File: config.mk
export PLATFORM = sky130hd
export DESIGN_NAME = com_packet_encoder_flat
export DESIGN_NICKNAME = d
export VERILOG_FILES = /design/src/rtl/com_packet_encoder_pkg.sv /design/src/rtl/com_packet_encoder_if.sv /design/src/rtl/com_packet_encoder_fifo.sv /design/src/rtl/com_packet_encoder.sv /design/src/flat_wrapper.sv
export SDC_FILE = /design/constraint.sdc
export NUM_CORES = 1
export LEC_CHECK = 0
export CELL_PAD_IN_SITES_DETAIL_PLACEMENT = 0
export CELL_PAD_IN_SITES_GLOBAL_PLACEMENT = 1
export CORE_UTILIZATION = 45
export CTS_BUF_LIST = sky130_fd_sc_hd__clkbuf_16
export CTS_CLUSTER_SIZE = 20
export DETAILED_ROUTE_END_ITERATION = 6
export MAX_ROUTING_LAYER = met4
export PLACE_DENSITY = 0.81
export SYNTH_ARGS = -nofsm -noshare
export SYNTH_HDL_FRONTEND = slang
export SYNTH_SLANG_ARGS = --single-unit
File: constraint.sdc
create_clock -name clk -period 3.27 [get_ports clk]
set_input_delay 0.654 -clock clk [delete_from_list [all_inputs] [get_ports clk]]
set_output_delay 0.654 -clock clk [all_outputs]
set_load 0.05 [all_outputs]
File: src/rtl/com_packet_encoder_pkg.sv
`default_nettype none
// ============================================================================
// Module      : com_packet_encoder_pkg
// Description : Shared opcode, packet and field-position definitions for the
//               command-packet link (encoder and decoder side).
// Revision    : 1.0 - initial release
// ============================================================================
package com_packet_encoder_pkg;

    localparam int COM_PACKET_W = 16;

    localparam int ITER_LSB = 10;
    localparam int ITER_MSB = 13;
    localparam int NUM_FV_W = 5;
    localparam int WB_W     = 4;

    typedef enum logic [1:0] {
        TASK   = 2'd0,
        REPLAY = 2'd1,
        STREAM = 2'd2,
        WB     = 2'd3
    } com_op_e;

    typedef struct packed {
        logic                    valid;
        logic [COM_PACKET_W-1:0] packet;
    } com_packet_t;

    function automatic logic [15:0] sat_inc16(input logic [15:0] v);
        return (v == 16'hFFFF) ? v : v + 16'd1;
    endfunction

endpackage
`default_nettype wire

File: src/rtl/com_packet_encoder_if.sv
`default_nettype none
// ============================================================================
// Module      : com_packet_encoder_if
// Description : Host command port plus the encoder-to-decoder packet link.
//               master = encoder side, slave = host/decoder side.
// Revision    : 1.0 - initial release
// ============================================================================
interface com_packet_encoder_if
    import com_packet_encoder_pkg::*;
#(
    parameter int PACKET_W = COM_PACKET_W
);
    logic                         host_valid;
    logic                         host_ready;
    logic [1:0]                   host_op;
    logic [ITER_MSB-ITER_LSB:0]   host_iter_mask;
    logic [PACKET_W-7:0]          host_payload;
    logic                         com_valid;
    logic [PACKET_W-1:0]          com_packet;
    logic                         fifo_stall;
    logic                         task_complete;

    modport master (
        input  host_valid, host_op, host_iter_mask, host_payload,
        output host_ready,
        output com_valid, com_packet,
        input  fifo_stall, task_complete
    );

    modport slave (
        output host_valid, host_op, host_iter_mask, host_payload,
        input  host_ready,
        input  com_valid, com_packet,
        output fifo_stall, task_complete
    );
endinterface
`default_nettype wire

File: src/rtl/com_packet_encoder_fifo.sv
`default_nettype none
// ============================================================================
// Module      : com_packet_encoder_fifo
// Description : Synchronous FIFO (com_fifo) holding pre-encoded packets;
//               first-word fall-through read of the head entry.
// Revision    : 1.0 - initial release
// ============================================================================
module com_packet_encoder_fifo #(
    parameter int WIDTH = 16,
    parameter int DEPTH = 8
) (
    input  wire logic                       clk,
    input  wire logic                       reset,
    input  wire logic                       push_i,
    input  wire logic                       pop_i,
    input  wire logic [WIDTH-1:0]           wdata_i,
    output logic      [WIDTH-1:0]           rdata_o,
    output logic      [$clog2(DEPTH):0]     count_o,
    output logic                            full_o,
    output logic                            empty_o
);
    localparam int AW    = $clog2(DEPTH);
    localparam int CNT_W = AW + 1;

    logic [WIDTH-1:0] mem_q [DEPTH];
    logic [AW-1:0]    wr_ptr_q;
    logic [AW-1:0]    rd_ptr_q;
    logic [CNT_W-1:0] count_q;
    logic             w_do_push;
    logic             w_do_pop;

    assign full_o    = (count_q == CNT_W'(DEPTH));
    assign empty_o   = (count_q == '0);
    assign count_o   = count_q;
    assign rdata_o   = mem_q[rd_ptr_q];
    assign w_do_push = push_i && !full_o;
    assign w_do_pop  = pop_i && !empty_o;

    // Storage is not reset; only the pointers define validity.
    always_ff @(posedge clk) begin
        if (w_do_push) begin
            mem_q[wr_ptr_q] <= wdata_i;
        end
    end

    always_ff @(posedge clk) begin
        if (reset) begin
            wr_ptr_q <= '0;
            rd_ptr_q <= '0;
            count_q  <= '0;
        end else begin
            if (w_do_push) begin
                wr_ptr_q <= wr_ptr_q + AW'(1);
            end
            if (w_do_pop) begin
                rd_ptr_q <= rd_ptr_q + AW'(1);
            end
            case ({w_do_push, w_do_pop})
                2'b10:   count_q <= count_q + CNT_W'(1);
                2'b01:   count_q <= count_q - CNT_W'(1);
                default: count_q <= count_q;
            endcase
        end
    end
endmodule
`default_nettype wire

File: src/rtl/com_packet_encoder.sv
`default_nettype none
// ============================================================================
// Module      : com_packet_encoder
// Description : Buffers host commands, encodes them into 2-bit-opcode packets
//               and issues them to the decoder under fifo_stall backpressure.
//               Optional per-opcode counters: define COM_ENC_STATS_EN.
// Revision    : 1.0 - initial release
// ============================================================================
module com_packet_encoder
    import com_packet_encoder_pkg::*;
#(
    parameter int PACKET_W   = 16,
    parameter int DEPTH      = 8,
    parameter int MAX_REPLAY = 4
) (
    input  wire logic                   clk,
    input  wire logic                   reset,
    com_packet_encoder_if.master        bus,
    output logic                        prog_done,
    output logic [1:0]                  replay_cnt,
    output logic [$clog2(DEPTH):0]      fifo_count
`ifdef COM_ENC_STATS_EN
    ,
    output logic [15:0]                 stat_task,
    output logic [15:0]                 stat_replay,
    output logic [15:0]                 stat_stream,
    output logic [15:0]                 stat_wb
`endif
);
    localparam int         PAYLOAD_W   = PACKET_W - 6;
    localparam logic [1:0] REPLAY_LAST = 2'(MAX_REPLAY - 1);

    typedef enum logic [1:0] {
        S_IDLE      = 2'd0,
        S_ISSUE     = 2'd1,
        S_HOLD      = 2'd2,
        S_WAIT_DONE = 2'd3
    } state_e;

    state_e                state_q;
    logic                  com_valid_q;
    logic [PACKET_W-1:0]   com_packet_q;
    logic                  prog_done_q;
    logic [1:0]            replay_cnt_q;

    logic [PACKET_W-1:0]   w_enc;
    logic [PACKET_W-1:0]   w_head;
    logic                  w_full;
    logic                  w_empty;
    logic                  w_push;
    logic                  w_load;
    logic                  w_final_replay;
    com_op_e               w_issued_op;

    // Packet formatting happens at push time so the FIFO holds final packets.
    always_comb begin
        w_enc = '0;
        w_enc[PACKET_W-1 -: 2] = bus.host_op;
        case (com_op_e'(bus.host_op))
            TASK: begin
                w_enc[ITER_MSB:ITER_LSB]  = bus.host_iter_mask;
                w_enc[PAYLOAD_W-1:0]      = bus.host_payload;
            end
            REPLAY: w_enc[PAYLOAD_W-1:0] = bus.host_payload;
            STREAM: w_enc[NUM_FV_W-1:0]  = bus.host_payload[NUM_FV_W-1:0];
            WB:     w_enc[WB_W-1:0]      = bus.host_payload[WB_W-1:0];
            default: w_enc = '0;
        endcase
    end

    assign w_push = bus.host_valid && bus.host_ready;

    com_packet_encoder_fifo #(
        .WIDTH (PACKET_W),
        .DEPTH (DEPTH)
    ) u_com_fifo (
        .clk     (clk),
        .reset   (reset),
        .push_i  (w_push),
        .pop_i   (w_load),
        .wdata_i (w_enc),
        .rdata_o (w_head),
        .count_o (fifo_count),
        .full_o  (w_full),
        .empty_o (w_empty)
    );

    assign w_issued_op    = com_op_e'(com_packet_q[PACKET_W-1 -: 2]);
    assign w_final_replay = (w_issued_op == REPLAY) && (replay_cnt_q == REPLAY_LAST);

    // Pop and output-register load are the same event; stall only gates it.
    always_comb begin
        w_load = 1'b0;
        case (state_q)
            S_IDLE, S_HOLD: w_load = !w_empty && !bus.fifo_stall;
            S_ISSUE:        w_load = !w_empty && !bus.fifo_stall && !w_final_replay;
            default:        w_load = 1'b0;
        endcase
    end

`ifdef COM_ENC_STATS_EN
    logic [15:0] stat_q [4];
`endif

    always_ff @(posedge clk) begin
        if (reset) begin
            state_q      <= S_IDLE;
            com_valid_q  <= 1'b0;
            com_packet_q <= '0;
            prog_done_q  <= 1'b0;
            replay_cnt_q <= '0;
`ifdef COM_ENC_STATS_EN
            for (int i = 0; i < 4; i++) begin
                stat_q[i] <= '0;
            end
`endif
        end else begin
            prog_done_q <= 1'b0;
            com_valid_q <= w_load;
            if (w_load) begin
                com_packet_q <= w_head;
            end
`ifdef COM_ENC_STATS_EN
            if (w_load) begin
                stat_q[w_head[PACKET_W-1 -: 2]] <= sat_inc16(stat_q[w_head[PACKET_W-1 -: 2]]);
            end
`endif
            case (state_q)
                S_IDLE: begin
                    if (w_load) begin
                        state_q <= S_ISSUE;
                    end
                end
                S_ISSUE: begin
                    // Replay iteration index is the count before this packet.
                    if (w_issued_op == REPLAY && replay_cnt_q != REPLAY_LAST) begin
                        replay_cnt_q <= replay_cnt_q + 2'd1;
                    end
                    if (w_final_replay) begin
                        state_q <= S_WAIT_DONE;
                    end else if (w_load) begin
                        state_q <= S_ISSUE;
                    end else if (bus.fifo_stall) begin
                        state_q <= S_HOLD;
                    end else begin
                        state_q <= S_IDLE;
                    end
                end
                S_HOLD: begin
                    if (!bus.fifo_stall) begin
                        state_q <= w_load ? S_ISSUE : S_IDLE;
                    end
                end
                S_WAIT_DONE: begin
                    if (bus.task_complete) begin
                        prog_done_q  <= 1'b1;
                        replay_cnt_q <= '0;
                        state_q      <= S_IDLE;
`ifdef COM_ENC_STATS_EN
                        for (int i = 0; i < 4; i++) begin
                            stat_q[i] <= '0;
                        end
`endif
                    end
                end
                default: state_q <= S_IDLE;
            endcase
        end
    end

    assign bus.host_ready = !w_full;
    assign bus.com_valid  = com_valid_q;
    assign bus.com_packet = com_packet_q;
    assign prog_done      = prog_done_q;
    assign replay_cnt     = replay_cnt_q;

`ifdef COM_ENC_STATS_EN
    assign stat_task   = stat_q[0];
    assign stat_replay = stat_q[1];
    assign stat_stream = stat_q[2];
    assign stat_wb     = stat_q[3];
`endif
endmodule
`default_nettype wire

File: src/flat_wrapper.sv
// flat-port wrapper written by rule: the top's interface ports become plain ports
module com_packet_encoder_flat import com_packet_encoder_pkg::*;
#(
    parameter int PACKET_W   = 16,
    parameter int DEPTH      = 8,
    parameter int MAX_REPLAY = 4
)
  (clk, reset, prog_done, replay_cnt, fifo_count, bus_host_valid, bus_host_op, bus_host_iter_mask, bus_host_payload, bus_host_ready, bus_com_valid, bus_com_packet, bus_fifo_stall, bus_task_complete);
  com_packet_encoder_if #(.PACKET_W(PACKET_W)) bus_i ();
  input  wire logic clk;
  input  wire logic reset;
  output logic prog_done;
  output logic [1:0] replay_cnt;
  output logic [$clog2(DEPTH):0] fifo_count;
  input wire logic [$bits(bus_i.host_valid)-1:0] bus_host_valid;
  input wire logic [$bits(bus_i.host_op)-1:0] bus_host_op;
  input wire logic [$bits(bus_i.host_iter_mask)-1:0] bus_host_iter_mask;
  input wire logic [$bits(bus_i.host_payload)-1:0] bus_host_payload;
  output wire logic [$bits(bus_i.host_ready)-1:0] bus_host_ready;
  output wire logic [$bits(bus_i.com_valid)-1:0] bus_com_valid;
  output wire logic [$bits(bus_i.com_packet)-1:0] bus_com_packet;
  input wire logic [$bits(bus_i.fifo_stall)-1:0] bus_fifo_stall;
  input wire logic [$bits(bus_i.task_complete)-1:0] bus_task_complete;
  assign bus_i.host_valid = bus_host_valid;
  assign bus_i.host_op = bus_host_op;
  assign bus_i.host_iter_mask = bus_host_iter_mask;
  assign bus_i.host_payload = bus_host_payload;
  assign bus_host_ready = bus_i.host_ready;
  assign bus_com_valid = bus_i.com_valid;
  assign bus_com_packet = bus_i.com_packet;
  assign bus_i.fifo_stall = bus_fifo_stall;
  assign bus_i.task_complete = bus_task_complete;
  com_packet_encoder #(.PACKET_W(PACKET_W), .DEPTH(DEPTH), .MAX_REPLAY(MAX_REPLAY)) u_core (.clk(clk), .reset(reset), .bus(bus_i), .prog_done(prog_done), .replay_cnt(replay_cnt), .fifo_count(fifo_count));
endmodule
# Yosys cells after proc, flatten, opt, wreduce, memory -nomap -nowiden
# Memories as Yosys holds them, arrays and structs flattened. A register that Yosys moved wholly into a read port is not among the register bits.
# Cells that the tools add are included.
# totals
reg_bits	16
mem_bits_rw	128
output_inout_bits	25
elab_cells	72
memories	1
# op_classes
addsub	5
eq_ne	16
n_mux	19
bitwise	1
reduce_logical	23
# memory_table
name	depth	width	read_ports	rd_clocked_by_memory_dff	write_ports	line_no	text
u_core.u_com_fifo.mem_q	8	16	1	1	1	com_packet_encoder_fifo.sv:25	logic [WIDTH-1:0] mem_q [DEPTH];
# op_table
op	n
$mux 2	7
$eq 2x2->1 const B	6
$eq 2x1->1 const B	4
$mux 4	2
$ne 2x2->1 const B	4
$pmux 2 s4	1
$pmux 4 s2	1
$logic_and 1x1->1	7
$add 3x1->3 const B	2
$reduce_and 3->1	2
$reduce_or 2->1	3
$mux 1	5
$mux 5	1
$add 4x1->4 const B	1
$eq 4x4->1 const B	1
$logic_not 1->1	4
$logic_not 2->1	2
$logic_not 4->1	1
$pmux 2 s2	1
$reduce_bool 2->1	2
$reduce_or 4->1	1
$sub 4x1->4 const B	1
$reduce_or 3->1	1
$add 2x1->2 const B	1
3 further kinds	3

# Logic depth before layout (Yosys ltp)
# Gate-level depths: netlist of the first run.
# logic_depth
ltp_word	8
ltp_mapped	12
mapped_depth_nobuf	11

# Hierarchy
# A second synthesis of the first run with hierarchy kept.
# unflattened
hier_cells	369
area_unflattened_um2	6581.3
# by_module_without_submodules
mod	n_inst	cells_each	area_each_um2	seq_area_each_um2
com_packet_encoder_fifo	1	259	5516.5	4103.9
com_packet_encoder	1	110	1064.8	440.4

# Worst setup path before layout of the first run
# Ideal clock, no wire load.
# synth_path
kind	flip-flop to flip-flop
from	register u_core.u_com_fifo.count_q[1], in the netlist u_core.u_com_fifo.count_o[1]
to	memory u_core.u_com_fifo.mem_q[0][0], enable pin
setup_time_ns	0.430
arrival_time_ns	2.928
required_time_ns	2.840
path_slack_ns	-0.088
path_stages_with_launch	6
period_less_slack_ns	3.358
path_cell_list	dfxtp_1 buf_6 or4b_1 buf_2 nand2_4 nor4_1
# synth_between
elab_chain_cells	6
# synth_lines
element	line_no	text
start: declaration	com_packet_encoder_fifo.sv:28	logic [CNT_W-1:0] count_q;
start signal: assignment	com_packet_encoder_fifo.sv:59	2'b10: count_q <= count_q + CNT_W'(1);
start signal: assignment	com_packet_encoder_fifo.sv:60	2'b01: count_q <= count_q - CNT_W'(1);
start signal: assignment	com_packet_encoder_fifo.sv:61	default: count_q <= count_q;
$eq 4x4->1 (*)	com_packet_encoder_fifo.sv:32	assign full_o = (count_q == CNT_W'(DEPTH));
$logic_not 1->1 (*)	com_packet_encoder.sv:171	assign bus.host_ready = !w_full;
named net bus_host_ready	flat_wrapper.sv:19	output wire logic [$bits(bus_i.host_ready)-1:0] bus_host_ready;
$logic_and 1x1->1	com_packet_encoder.sv:71	assign w_push = bus.host_valid && bus.host_ready;
$logic_and 1x1->1 (*)	com_packet_encoder_fifo.sv:36	assign w_do_push = push_i && !full_o;
$mux 1 (*)	com_packet_encoder_fifo.sv:41	if (w_do_push) begin
$mux 1 (not written as such) (*)	com_packet_encoder_fifo.sv:42	mem_q[wr_ptr_q] <= wdata_i;
end: declaration	com_packet_encoder_fifo.sv:25	
# The timed path passes the listed nets; every way through them passes the cells marked *.

# Final worst setup path of the first run
# layout_path
from	register u_core.u_com_fifo.count_q[1], in the netlist u_core.u_com_fifo.count_o[1]
to	output bus_host_ready
# layout_between
elab_chain_cells	2
# layout_lines
element	line_no
$eq 4x4->1	com_packet_encoder_fifo.sv:32
$logic_not 1->1	com_packet_encoder.sv:171
end: declaration	flat_wrapper.sv:19
# Every way passes these cells.

==> flow_metrics.tcl, run 1 <==
set metrics [dict create \
    syn_area_um2 6310 \
    top_usage_layer "met2" \
    endpoint_kind "primary output" \
    power_density_nw_per_um2 781 \
    ys_types 43 \
    worstRegToRegCells 11 \
    cts.sinks 160 \
    root_buffer "clkbuf_16" \
    r2r-start "u_core.replay_cnt[0]" \
    dr.pass1.iters 4 \
    ys_ff_latch 160 \
    synth_warnings 0 \
    place_area_um2 7020 \
    grtUsageMet2 0.305 \
    post_cts_buffers 0 \
    crit_fanout 9 \
    avgSynthCellArea_um2 17.0 \
    synth-edff-count 128 \
    drt_iter0_drc 208 \
    tritoncts "yes" \
    synth.net_count 398 \
    cts_max_level 4 \
    run_status "completed" \
    first_global_vias 3413 \
    seqPwrFrac 0.425 \
    maxCapViolCount 0 \
    ioPinCount 46 \
    grt_pass1_wl_um 19000 \
    wl_per_cell_um 19.5 \
    die_x_um 120 \
    fp.dieH_um 120 \
    clkPwrFrac 0.347 \
    gp_congestion 0.732 \
    final_nets 460 \
    arrival_ns 2.23 \
    core_area_um2 13500 \
    dp_cells 590 \
    leakagePower_nw 2.62 \
    seq_area_frac_synth 0.711 \
    rsz0062_at_grt "false" \
    initial_core_util 0.469 \
    fin_crit_ns 2.89 \
    finalHoldViolations 0 \
    cts_buffers 17 \
    worstHoldEndpoint "u_core.bus.com_packet[1]" \
    hold_start "u_core.bus.com_packet[1]" \
    synth_cells 371 \
    drt-vias-per-instance 5.43 \
    setup_tns_ns 0 \
    hold_path_class "reg2reg" \
    power.net_switching_mw 1.69 \
    finalNonFillerCells 622 \
    path_clk_slew_ns 0.06 \
    fp.dieArea_um2 14500 \
    ctsResizeCount 0 \
    met1_usage 0.234 \
    worstPathRequired_ns 2.62 \
    layout_common_cells "edfxtp_1, nand2_1, clkdlybuf4s50_1" \
    period_share 0.883 \
    layout_commonest_cell "edfxtp_1" \
    total_power_mw 5.96 \
    fill_cells 1074 \
    fin_skew_ns 0.00826 \
    min_path_cells 1 \
    grt_max_degree 35 \
    syn2layout_area_growth_pct 21.1 \
    slew-limit-headroom 0.460 \
    sw_frac_of_total 0.284 \
    clk_latency_ns 0.42 \
    drt-total-wl_um 12200 \
    diodes 0 \
    overflow 0 \
    port_buffers 45 \
    r2r_end "u_core.u_com_fifo.count_o[2]" \
    ctsHoldBuffers 0 \
    comb_power_share 0.229 \
    grtUsageMet3 0.0458 \
    synthFlopType "edfxtp_1" \
    slew_viol_final 0 \
    tightest_slew_ns 0.803 \
    async_flop_share 0 \
    rows 42 \
    worst-r2r-setup-slack_ns 0.58 \
    dp_hpwl_um 7070 \
    internal_power_mw 4.27 \
    irDropWorstVdd_mv 0.400 \
    antenna_found_initial 0 \
    setup_viol 0 \
    vias 3377 \
    drive_above_1_share 0.202 \
    clock_path_buffers 2 \
    final_area_um2 7640 \
    ant_nets 0 \
    fmax_mhz 346 \
    critPathLaunchType "flip-flop" \
    grt_util_all_layers 0.190 \
    crit_type "reg2out" \
    drc_errors 0 \
]
final cells by class:
class,count,area [µm²],area share
timing repair buffer,62,591,0.0773
clock buffer,17,425,0.0557
sequential,160,4490,0.587
multi-input combinational,190,1710,0.224
inverter,2,7.51,0.000983
clock inverter,15,193,0.0252
tap,176,220,0.0288
how the worst max path moves through the flow:
stage	startpoint	endpoint	slack, ns	cells after the start
final	u_core.u_com_fifo.count_o[1]	bus_host_ready	0.38	2
after global placement	bus_fifo_stall	u_core.u_com_fifo.count_o[3]	0.27	8
after CTS	u_core.u_com_fifo.count_o[1]	bus_host_ready	0.35	2
after floorplan	u_core.u_com_fifo.count_o[1]	u_core.u_com_fifo.mem_q[4][0]	0.30	5
after detailed placement	bus_fifo_stall	u_core.u_com_fifo.count_o[2]	0.07	10
after global routing	u_core.u_com_fifo.count_o[1]	bus_host_ready	0.31	2
flip-flops by register name, indices dropped and copies added, names as in the netlist:
register,cells
u_core.u_com_fifo.rd_ptr_q,3
u_core.u_com_fifo.mem_q,128
u_core.u_com_fifo.count_o,4
u_core.bus.com_valid,1
u_core.prog_done,1
u_core.replay_cnt,2
u_core.state_q,2
u_core.u_com_fifo.wr_ptr_q,3
u_core.bus.com_packet,16
cells in the mapped netlist (2+ instances only):
master | n | area [µm²]
mux2_2 | 3 | 33.8
ha_1 | 6 | 75.1
mux2i_1 | 2 | 20.0
clkbuf_1 | 5 | 18.8
xor2_1 | 5 | 43.8
dfxtp_1 | 32 | 641
nand3_1 | 5 | 25.0
edfxtp_1 | 128 | 3840
buf_6 | 7 | 78.8
nand2_1 | 53 | 199
and2_1 | 5 | 31.3
a22o_1 | 16 | 140
a21oi_1 | 6 | 30.0
buf_2 | 6 | 30.0
mux4_1 | 3 | 78.8
nor2_1 | 18 | 67.6
nor3_1 | 4 | 20.0
o21ai_0 | 6 | 30.0
nor2b_1 | 7 | 43.8
or3_1 | 2 | 12.5
mux4_2 | 29 | 653
nand2b_1 | 2 | 12.5
per-stage QoR:
step / utilization / hold WS [ns] / worst slack, ns
2_1_floorplan: - / 0.472 / 0.296
3_3_place_gp: 0.522 / 0.465 / 0.271
3_5_place_dp: 0.522 / 0.466 / 0.0736
4_1_cts: 0.568 / 0.481 / 0.350
5_1_grt: 0.568 / 0.494 / 0.308
6_report: 0.568 / 0.476 / 0.381
power groups by stage:
stage | Sequential [mW] | Clock (mW) | Combinational (mW)
2_1_floorplan | 2.79 | 0 | 0.807
3_3_place_gp | 2.57 | 0 | 1.36
3_5_place_dp | 2.58 | 0 | 1.38
4_1_cts | 2.54 | 2.10 | 1.38
5_1_grt | 2.56 | 2.18 | 1.46
6_report | 2.53 | 2.07 | 1.36
cells by family (layout without fill, tap and decap cells):
| kind of cell | after synthesis | count (layout) | share of synthesized area |
|---|---|---|---|
| simple gates | 106 | 106 | 0.0812 |
| mux | 37 | 37 | 0.125 |
| xor+xnor | 5 | 5 | 0.00694 |
| fa+ha+maj | 6 | 6 | 0.0119 |
| buf+inv | 21 | 96 | 0.0226 |
| compound gates | 36 | 36 | 0.0417 |
| flops | 160 | 160 | 0.711 |
worst max-delay path: stages (launching register included):
cell,delay (ns)
dfxtp_1,0.40
or4b_1,0.66
clkdlybuf4s50_1,0.75
routing by layer:
metal / vias up / part of all wire
met5: - / 0
met2: 90 / 0.50
met1: 1713 / 0.44
met3: 7 / 0.051
met4: 0 / 0.0085
li1: 1567 / -
No activity file was read; power rests on OpenSTA's default activity.
==> inputs of run 2 (changes only) <==
--- a/config.mk
+++ b/config.mk
@@ -12,7 +12,8 @@
 export CTS_CLUSTER_SIZE = 20
 export DETAILED_ROUTE_END_ITERATION = 6
 export MAX_ROUTING_LAYER = met4
-export PLACE_DENSITY = 0.81
+export PLACE_DENSITY_LB_ADDON = 0.1
 export SYNTH_ARGS = -nofsm -noshare
 export SYNTH_HDL_FRONTEND = slang
+export SYNTH_HIERARCHICAL = 1
 export SYNTH_SLANG_ARGS = --single-unit
==> run 2 against run 1 <==
Against the previous run: wire length fell by 0.21%; synthesized cell count fell by 0.54%; highest routed layer unchanged; sequential power increased by 3%; maximum frequency is 2.0% lower; largest cell class unchanged; largest power group unchanged.
==> flow_metrics.tcl, run 2 <==
set metrics [dict create \
    run_status "completed" \
    slew-limit-headroom 0.306 \
    gp_congestion 0.713 \
    comb_power_share 0.239 \
    synthFlopType "edfxtp_1" \
    seqPwrFrac 0.449 \
    cts_buffers 17 \
    synth-edff-count 128 \
    antenna_found_initial 0 \
    grt_max_degree 51 \
    critPathLaunchType "flip-flop" \
    crit_fanout 9 \
    finalHoldViolations 0 \
    arrival_ns 2.29 \
    core_area_um2 14100 \
    grt_util_all_layers 0.185 \
    die_x_um 123 \
    syn_area_um2 6580 \
    ant_nets 0 \
    netlist.top_cell.by_area "edfxtp_1" \
    initial_core_util 0.467 \
    synth_xor_area_frac 0.0105 \
    synth_top_family_by_area "multiplexers" \
    syn2layout_area_growth_pct 19.1 \
    fp.dieArea_um2 15100 \
    ctsHoldBuffers 0 \
    diodes 0 \
    seq_area_frac_synth 0.690 \
    overflow 0 \
    synth.net_count 396 \
    port_buffers 45 \
    slew_viol_final 0 \
    synth.top_cell.area_share 0.584 \
    avgSynthCellArea_um2 17.8 \
    fin_util 0.556 \
    endpoint_kind "primary output" \
    drt-total-wl_um 12100 \
    worstPathRequired_ns 2.62 \
    clkPwrFrac 0.312 \
    drc_errors 0 \
    leakagePower_nw 2.58 \
    fmax_mhz 339 \
    rsz0062_at_grt "false" \
    irDropWorstVdd_mv 0.366 \
    post_cts_buffers 0 \
    synth_mux_area_frac 0.171 \
    fin_skew_ns 0.00856 \
    grt_pass1_wl_um 18800 \
    fin_crit_ns 2.95 \
    ys_types 43 \
    place_area_um2 7300 \
    synthAdderAreaFrac 0.0114 \
    clock_path_buffers 2 \
    drive_above_1_share 0.242 \
    power_density_nw_per_um2 742 \
    rows 43 \
    final_nets 456 \
    regMostFlops "u_core/u_com_fifo/mem_q" \
    power.net_switching_mw 1.69 \
    fp.dieH_um 123 \
    ioPinCount 46 \
    drt-vias-per-instance 5.28 \
    ys_ff_latch 163 \
    maxCapViolCount 0 \
    synth_common_cells "edfxtp_1, dfxtp_1, nand2b_1" \
    synth_cells 369 \
    final_area_um2 7840 \
    vias 3284 \
    synth_warnings 6 \
    synthSimpleGateAreaFrac 0.0816 \
    first_global_vias 3285 \
    internal_power_mw 4.13 \
    largest_reg_flops 128 \
    layout_common_cells "edfxtp_1, clkdlybuf4s50_1, nand2b_1" \
    sw_frac_of_total 0.290 \
    async_flop_share 0 \
    ctsResizeCount 0 \
    root_buffer "clkbuf_16" \
    cts.sinks 163 \
    period_share 0.902 \
    yosys-top-cells-area "edfxtp_1, mux4_2, dfxtp_1, nand2b_1, mux2_2" \
    dr.pass1.iters 4 \
    cts_max_level 4 \
    crit_type "reg2out" \
    tightest_slew_ns 1.04 \
    wl_per_cell_um 19.5 \
    synth_most_common_cell "edfxtp_1" \
    path_clk_slew_ns 0.06 \
    synth_compound_area_frac 0.0137 \
    setup_viol 0 \
    hold_path_class "reg2reg" \
    drt_iter0_drc 169 \
    dp_hpwl_um 6620 \
    layout_commonest_cell "edfxtp_1" \
    clk_latency_ns 0.42 \
    tritoncts "yes" \
]
## run 2: final timing paths
path / startpoint / endpoint / slack [ns] / cells past startpoint
max: u_core/u_com_fifo/count_o[1] / bus_host_ready / 0.32 / 4
min: u_core/bus.com_packet[9] / u_core/bus.com_packet[9] / 0.47 / 2
max reg2reg: u_core/u_com_fifo/count_o[1] / u_core/u_com_fifo/count_o[3] / 0.40 / 10
min reg2reg: u_core/bus.com_packet[9] / u_core/bus.com_packet[9] / 0.47 / 2
## run 2: power by group through the flow
| stage | clock (mW) | sequential (mW) | combinational [mW] |
|---|---|---|---|
| after floorplan | 0 | 2.85 | 0.843 |
| after global placement | 0 | 2.65 | 1.40 |
| after detailed placement | 0 | 2.66 | 1.41 |
| after CTS | 1.86 | 2.62 | 1.41 |
| after global routing | 1.94 | 2.64 | 1.50 |
| final | 1.81 | 2.61 | 1.39 |
## run 2: per-stage QoR
step	instances	setup WS [ns]	power [mW]	setup TNS (ns)	hold WS [ns]
finish	622	0.322	5.82	0	0.472
global route	622	0.214	6.08	0	0.486
CTS	622	0.292	5.88	0	0.476
detailed placement	590	0.157	4.07	0	0.459
global placement	590	0.262	4.04	0	0.457
floorplan	369	-0.0371	3.70	-1.78	0.485
## run 2: per-layer routing
metal,vias up,global-route usage,share of wire
li1,1545,-,-
met1,1656,0.249,0.49
met2,68,0.272,0.47
met3,15,0.0470,0.033
met4,0,0.0694,0.013
met5,-,-,0
## run 2: critical path, stage by stage, from the launching register on
cell             delay (ns)
dfxtp_1                0.40
or4b_4                 0.64
inv_1                  0.10
inv_1                  0.05
clkdlybuf4s50_1        0.69
## run 2: layout make-up
type | instances | area (µm²)
clock buffer | 17 | 425
clock inverter | 15 | 119
fill | 1141 | 6260
inverter | 2 | 7.51
multi-input combinational | 185 | 1930
sequential | 163 | 4550
tap | 180 | 225
timing repair buffer | 60 | 588
## run 2: cells by family after synthesis
| group | count (synthesis) |
|---|---|
| simple gates | 90 |
| compound gates | 12 |
| flops | 163 |
| fa+ha+maj | 6 |
| buf+inv | 21 |
| mux | 70 |
| xor+xnor | 7 |
